[src/rtl/oled_pkg.sv]
// Shared constants and byte payload type for the OLED serial receiver.
package oled_pkg;

   localparam logic DC_CMD     = 1'b0;
   localparam logic DC_DATA    = 1'b1;
   localparam logic RAIL_ON    = 1'b0;
   localparam logic RES_ACTIVE = 1'b0;

   localparam int unsigned BYTE_W  = 8;
   localparam int unsigned COUNT_W = 16;

   typedef struct packed {
      logic              is_data;
      logic [BYTE_W-1:0] value;
   } oled_byte_t;

endpackage

[src/rtl/oled_rx_fifo.sv]
// Synchronous FIFO of tagged bytes; a push into a full FIFO is accepted
// only when a pop happens in the same cycle, otherwise it is dropped.
module oled_rx_fifo
   import oled_pkg::*;
#(
   parameter int unsigned DEPTH = 16
) (
   input  logic       clk,
   input  logic       rst,
   input  logic       push,
   input  oled_byte_t push_data,
   input  logic       pop_ready,
   output logic       valid,
   output oled_byte_t head,
   output logic       accept_c,
   output logic       overflow_c
);

   localparam int unsigned AW = $clog2(DEPTH);
   localparam int unsigned PW = AW + 1;

   logic [PW-1:0] wr_ptr;
   logic [PW-1:0] rd_ptr;
   oled_byte_t    mem [DEPTH];
   logic          empty;
   logic          full;
   logic          pop;

   // Pointer MSB separates full from empty when the index bits match.
   assign empty      = (wr_ptr == rd_ptr);
   assign full       = (wr_ptr[AW] != rd_ptr[AW]) && (wr_ptr[AW-1:0] == rd_ptr[AW-1:0]);
   assign pop        = pop_ready && !empty;
   assign accept_c   = push && (!full || pop);
   assign overflow_c = push && full && !pop;
   assign valid      = !empty;
   assign head       = mem[rd_ptr[AW-1:0]];

   // Storage and pointers; storage is cleared so the head reads zero after reset.
   always_ff @(posedge clk or posedge rst) begin
      if (rst) begin
         wr_ptr <= '0;
         rd_ptr <= '0;
         for (int unsigned i = 0; i < DEPTH; i++) begin
            mem[i] <= '0;
         end
      end else begin
         if (accept_c) begin
            mem[wr_ptr[AW-1:0]] <= push_data;
            wr_ptr              <= wr_ptr + PW'(1);
         end
         if (pop) begin
            rd_ptr <= rd_ptr + PW'(1);
         end
      end
   end

endmodule

[src/rtl/oled_spi_rx.sv]
// Display-side receiver for the OLED serial link: rebuilds bytes from
// sclk/sdin, tags them with dc, tracks the rails and buffers into a FIFO.
module oled_spi_rx
   import oled_pkg::*;
#(
   parameter int unsigned DEPTH       = 16,
   parameter int unsigned IDLE_CYCLES = 64
) (
   input  logic               sysclk,
   input  logic               rst,
   input  logic               oled_sclk,
   input  logic               oled_sdin,
   input  logic               oled_dc,
   input  logic               oled_res,
   input  logic               oled_vdd,
   input  logic               oled_vbat,
   output logic               rx_valid,
   input  logic               rx_ready,
   output logic [BYTE_W-1:0]  rx_byte,
   output logic               rx_is_data,
   output logic [COUNT_W-1:0] cmd_count,
   output logic [COUNT_W-1:0] data_count,
   output logic               overflow,
   output logic               err_nopower,
   output logic               panel_on
);

   localparam int unsigned SYNC_W = 6;
   localparam int unsigned I_SCLK = 0;
   localparam int unsigned I_SDIN = 1;
   localparam int unsigned I_DC   = 2;
   localparam int unsigned I_RES  = 3;
   localparam int unsigned I_VDD  = 4;
   localparam int unsigned I_VBAT = 5;
   // vbat/vdd off, res asserted, sclk/sdin/dc low
   localparam logic [SYNC_W-1:0] SYNC_RST = 6'b11_0000;
   localparam int unsigned IDLE_W = $clog2(IDLE_CYCLES + 1);

   logic [SYNC_W-1:0] sync1;
   logic [SYNC_W-1:0] sync2;
   logic              sclk_prev;
   logic [7:0]        shreg;
   logic [2:0]        bitcnt;
   logic [IDLE_W-1:0] idle_cnt;
   logic              byte_vld;
   oled_byte_t        byte_q;
   logic              sclk_rise_c;
   logic              res_active_c;
   logic              byte_done_c;
   logic              accept_c;
   logic              overflow_c;
   oled_byte_t        head;

   assign sclk_rise_c  = sync2[I_SCLK] && !sclk_prev;
   assign res_active_c = (sync2[I_RES] == RES_ACTIVE);
   assign byte_done_c  = sclk_rise_c && (bitcnt == 3'd7) && !res_active_c;
   assign panel_on     = (sync2[I_VDD] == RAIL_ON) && (sync2[I_VBAT] == RAIL_ON) && !res_active_c;

   // Two-flop synchronizers for every panel-side input.
   always_ff @(posedge sysclk or posedge rst) begin
      if (rst) begin
         sync1 <= SYNC_RST;
         sync2 <= SYNC_RST;
      end else begin
         sync1 <= {oled_vbat, oled_vdd, oled_res, oled_dc, oled_sdin, oled_sclk};
         sync2 <= sync1;
      end
   end

   // Shift register, bit counter, idle timeout and completed-byte register.
   always_ff @(posedge sysclk or posedge rst) begin
      if (rst) begin
         sclk_prev <= 1'b0;
         shreg     <= '0;
         bitcnt    <= '0;
         idle_cnt  <= '0;
         byte_vld  <= 1'b0;
         byte_q    <= '0;
      end else begin
         sclk_prev <= sync2[I_SCLK];
         byte_vld  <= 1'b0;
         if (res_active_c) begin
            shreg    <= '0;
            bitcnt   <= '0;
            idle_cnt <= '0;
         end else if (sclk_rise_c) begin
            idle_cnt <= '0;
            shreg    <= {shreg[6:0], sync2[I_SDIN]};
            bitcnt   <= bitcnt + 3'd1;
            if (bitcnt == 3'd7) begin
               byte_vld       <= 1'b1;
               byte_q.is_data <= sync2[I_DC];
               byte_q.value   <= {shreg[6:0], sync2[I_SDIN]};
            end
         end else if (idle_cnt == IDLE_W'(IDLE_CYCLES)) begin
            shreg  <= '0;
            bitcnt <= '0;
         end else begin
            idle_cnt <= idle_cnt + IDLE_W'(1);
         end
      end
   end

   // Accepted-byte counters and sticky error flags.
   always_ff @(posedge sysclk or posedge rst) begin
      if (rst) begin
         cmd_count   <= '0;
         data_count  <= '0;
         overflow    <= 1'b0;
         err_nopower <= 1'b0;
      end else begin
         if (accept_c) begin
            if (byte_q.is_data == DC_DATA) begin
               data_count <= data_count + COUNT_W'(1);
            end else begin
               cmd_count <= cmd_count + COUNT_W'(1);
            end
         end
         if (overflow_c) begin
            overflow <= 1'b1;
         end
         if (byte_done_c && !panel_on) begin
            err_nopower <= 1'b1;
         end
      end
   end

   oled_rx_fifo #(
      .DEPTH (DEPTH)
   ) u_fifo (
      .clk        (sysclk),
      .rst        (rst),
      .push       (byte_vld),
      .push_data  (byte_q),
      .pop_ready  (rx_ready),
      .valid      (rx_valid),
      .head       (head),
      .accept_c   (accept_c),
      .overflow_c (overflow_c)
   );

   assign rx_byte    = head.value;
   assign rx_is_data = head.is_data;

endmodule
[config.mk]
export PLATFORM = sky130hd
export DESIGN_NAME = oled_spi_rx
export DESIGN_NICKNAME = d
export VERILOG_FILES = /design/src/rtl/oled_pkg.sv /design/src/rtl/oled_rx_fifo.sv /design/src/rtl/oled_spi_rx.sv
export SDC_FILE = /design/constraint.sdc
export NUM_CORES = 1
export LEC_CHECK = 0
export ABC_AREA = 1
export ABC_CLOCK_PERIOD_IN_PS = 18650
export CAP_MARGIN = 10
export CORE_MARGIN = 1
export CORE_UTILIZATION = 45
export DETAILED_ROUTE_END_ITERATION = 8
export PLACE_DENSITY = 0.69
export SLEW_MARGIN = 20
export SYNTH_ARGS = -nofsm -noshare
export SYNTH_HDL_FRONTEND = slang
export SYNTH_SLANG_ARGS = --single-unit
[constraint.sdc]
create_clock -name sysclk -period 18.65 [get_ports sysclk]
set_input_delay 3.73 -clock sysclk [delete_from_list [all_inputs] [get_ports sysclk]]
set_output_delay 3.73 -clock sysclk [all_outputs]
set_load 0.02 [all_outputs]
==> summary.txt <==
Route
  • DRC: 0
  • DRT antenna net count: 0
  • Vias: 8480
  • DR pass1 iterations: 5
  • Routed vias/inst: 5.25
  • DRT iter0 DRCs: 583
  • Routed WL: 24.4 mm
  • Routed wire per std cell: 15.1 microns

GRT
  • Vias in the first global route: 8147
  • GRT Overall Usage: 0.213
  • First-pass GRT wire length: 41.7 mm
  • Grt ovf: 0
  • Largest net degree at the start of global routing: 95
  • Initial antenna violation count: 0

Final layout
  • Final std cells w/o fill: 1614
  • Nets@finish: 1304
  • Util after Layout: 0.527
  • Layout cell share with drive strength beyond 1: 0.0576
  • FF/Latch Area: 0.00571 sq mm
  • Area Overhead vs Synth: 14.0%
  • N_diodes: 0
  • Filler instances: 2178
  • Area of the multi-input gates: 0.00429 sq mm

Worst hold path
  • Tightest Hold Check Type: flip-flop to flip-flop

Synthesis
  • Syn_area_per_cell: 8.36 sq um
  • Async SR Flop Fraction: 1.00
  • Ys Warns: 0
  • Sequential area share after synthesis: 0.541
  • Most frequent cells after synthesis: nand2_1 (361), o21ai_0 (239), dfrtp_1 (224)
  • Count leader, synth: nand2_1
  • Post-Syn Nets: 1283
  • Area contributors post-synth: dfrtp_1 (53%), nand2_1 (13%), o21ai_0 (11%), nor2_1 (5.1%), inv_1 (2.3%)
  • Area of the mapped netlist: 0.0106 sq mm
  • Yosys cell types: 30
  • Synth Register Bits: 228
  • Yosys top cell area share: 0.531
  • Ys flop type: dfrtp_1
  • Number of synthesized flops with an enable pin: 0
  • Number of cells produced by synthesis: 1263
  • Biggest area consumer among synthesized cells: dfrtp_1

Clock tree
  • Clk_lat worst skew: 540 ps
  • CTS Buf Count: 25
  • CTS tree: built
  • Post-CTS setup buffer count: 0
  • CTS Sinks: 228
  • CTS max path bufs: 3
  • CTS Root Buffer Type: clkbuf_16
  • Cts hold-fix bufs: 0
  • Clock-pin slew on the worst setup and hold paths: 60 ps
  • Resize count post-CTS: 0
  • H-tree depth: 1

Timing
  • Period utilisation layout: 0.364
  • Final Skew: 12.3 ps
  • Max-slew headroom: 0.373
  • Worst slew pin tran: 941 ps
  • Total negative setup slack: 0 ps
  • RSZ-0062 raised after global routing: no
  • Minimum clock period: 6790 ps
  • Max Slew Vio Count: 0
  • Final setup fails: 0
  • FMAX: 147 MHz
  • Fin. Hold Viols: 0

Power
  • Design Power: 0.00135 W
  • Internal power: 0.000910 W
  • Maximum vdd drop: 60.9 uV
  • Pwr/cell area: 112 mW/mm^2
  • Clock power frac: 0.363
  • Reg power frac: 0.381
  • Net switching power: 0.000436 W
  • Switching Share: 0.324
  • Leak Pwr: 5.28 nW
  • Gate power share: 0.256

Placed design
  • Detail Placement HPWL: 15.3 mm
  • PortBufs: 53
  • Cells after DPL: 1570
  • RePlAce Congestion: 0.829

Floorplan
  • Die Y: 155 microns
  • Core Box Area: 0.0228 sq mm
  • Die area: 0.0241 sq mm
  • Die W: 155 microns
  • I/O Pins: 54
  • Initial Util: 0.462
  • Row Count: 55

Worst setup path
  • Critical path startpoint category: flip-flop
  • Data required time at the worst endpoint: 14920 ps
  • Setup CP Type: flip-flop to output port
  • CP arrival: 3060 ps
  • CP Max Fanout: 74
  • CP endpoint kind: output port

Flow run
  • Max-Cap Viols: 0

Outcome
  • Status: completed
worst max-delay path: stages, from the launching register on:
cell and delay, ps:
dfrtp_2 360, clkinv_2 680, o21ai_0 460, o22ai_1 130, nand2_1 80, nand2_1 70
inv_1 70, nand2_1 70, clkdlybuf4s50_1 540
final cells by class:
class / instances / share of cell area
timing repair buffer: 58 / 0.0472
clock inverter: 10 / 0.00998
clock buffer: 34 / 0.0573
multi-input combinational: 903 / 0.356
sequential: 228 / 0.475
inverter: 68 / 0.0221
tap: 313 / 0.0325
routing by layer:
metal	wire length, microns	track usage	vias up
li1	-	-	4159
met1	11300	0.297	4088
met2	11500	0.350	201
met3	1150	0.0304	32
met4	453	0.0532	0
met5	0	0	-
layout by cell type (no fill, tap or decap), types with 18 or more instances in the layout:
cell type / instances
o21ai_0: 239
clkdlybuf4s50_1: 53
dfrtp_1: 223
nand2_1: 361
nand3_1: 32
nor2_1: 143
inv_1: 62
xnor2_1: 20
o22ai_1: 25
o211ai_1: 18
clkbuf_16: 25
nand3_2: 18
state kept, by name (all words and copies together), names as in the netlist:
| register | cells |
|---|---|
| bitcnt | 3 |
| cmd_count | 16 |
| data_count | 16 |
| sync2 | 6 |
| byte_q | 9 |
| u_fifo.wr_ptr | 5 |
| err_nopower | 1 |
| sync1 | 6 |
| overflow | 1 |
| u_fifo.mem | 144 |
| idle_cnt | 7 |
| u_fifo.rd_ptr | 5 |
| byte_vld | 1 |
| shreg | 7 |
| sclk_prev | 1 |
power by group through the flow:
stage	combinational [W]	sequential, W	clock (W)
after CTS	0.000346	0.000513	0.000498
after detailed placement	0.000344	0.000522	0
after global placement	0.000345	0.000521	0
final	0.000344	0.000513	0.000488
after floorplan	0.000244	0.000516	0
after global routing	0.000384	0.000514	0.000518
worst paths after layout:
kind	cells after the start	end	from	slack, ps
max	8	rx_byte[1]	u_fifo.rd_ptr[0]	11860
min	0	sync2[1]	sync1[1]	350
max reg2reg	7	u_fifo.mem[128]	u_fifo.rd_ptr[0]	15480
min reg2reg	0	sync2[1]	sync1[1]	350
max in group asynchronous	3	u_fifo.rd_ptr[0]	rst	13540
min in group asynchronous	2	sync1[2]	rst	3710
kinds of logic after synthesis:
group | share of synthesized area
XOR/XNOR | 0.0257
AO/OA/AOI/OAI | 0.143
AND/OR/NAND/NOR | 0.224
flip-flops | 0.541
adder cells (fa/ha/maj) | 0.0130
buffers and inverters | 0.0533
per-stage QoR:
stage	hold WS, ps	instance area, sq um	setup WS, ps
finish	351	12000	11860
global route	361	12000	11600
CTS	352	12000	11830
detailed placement	339	11200	12390
global placement	335	11200	12430
floorplan	331	10600	8680
No activity file was read; power rests on OpenSTA's default activity.
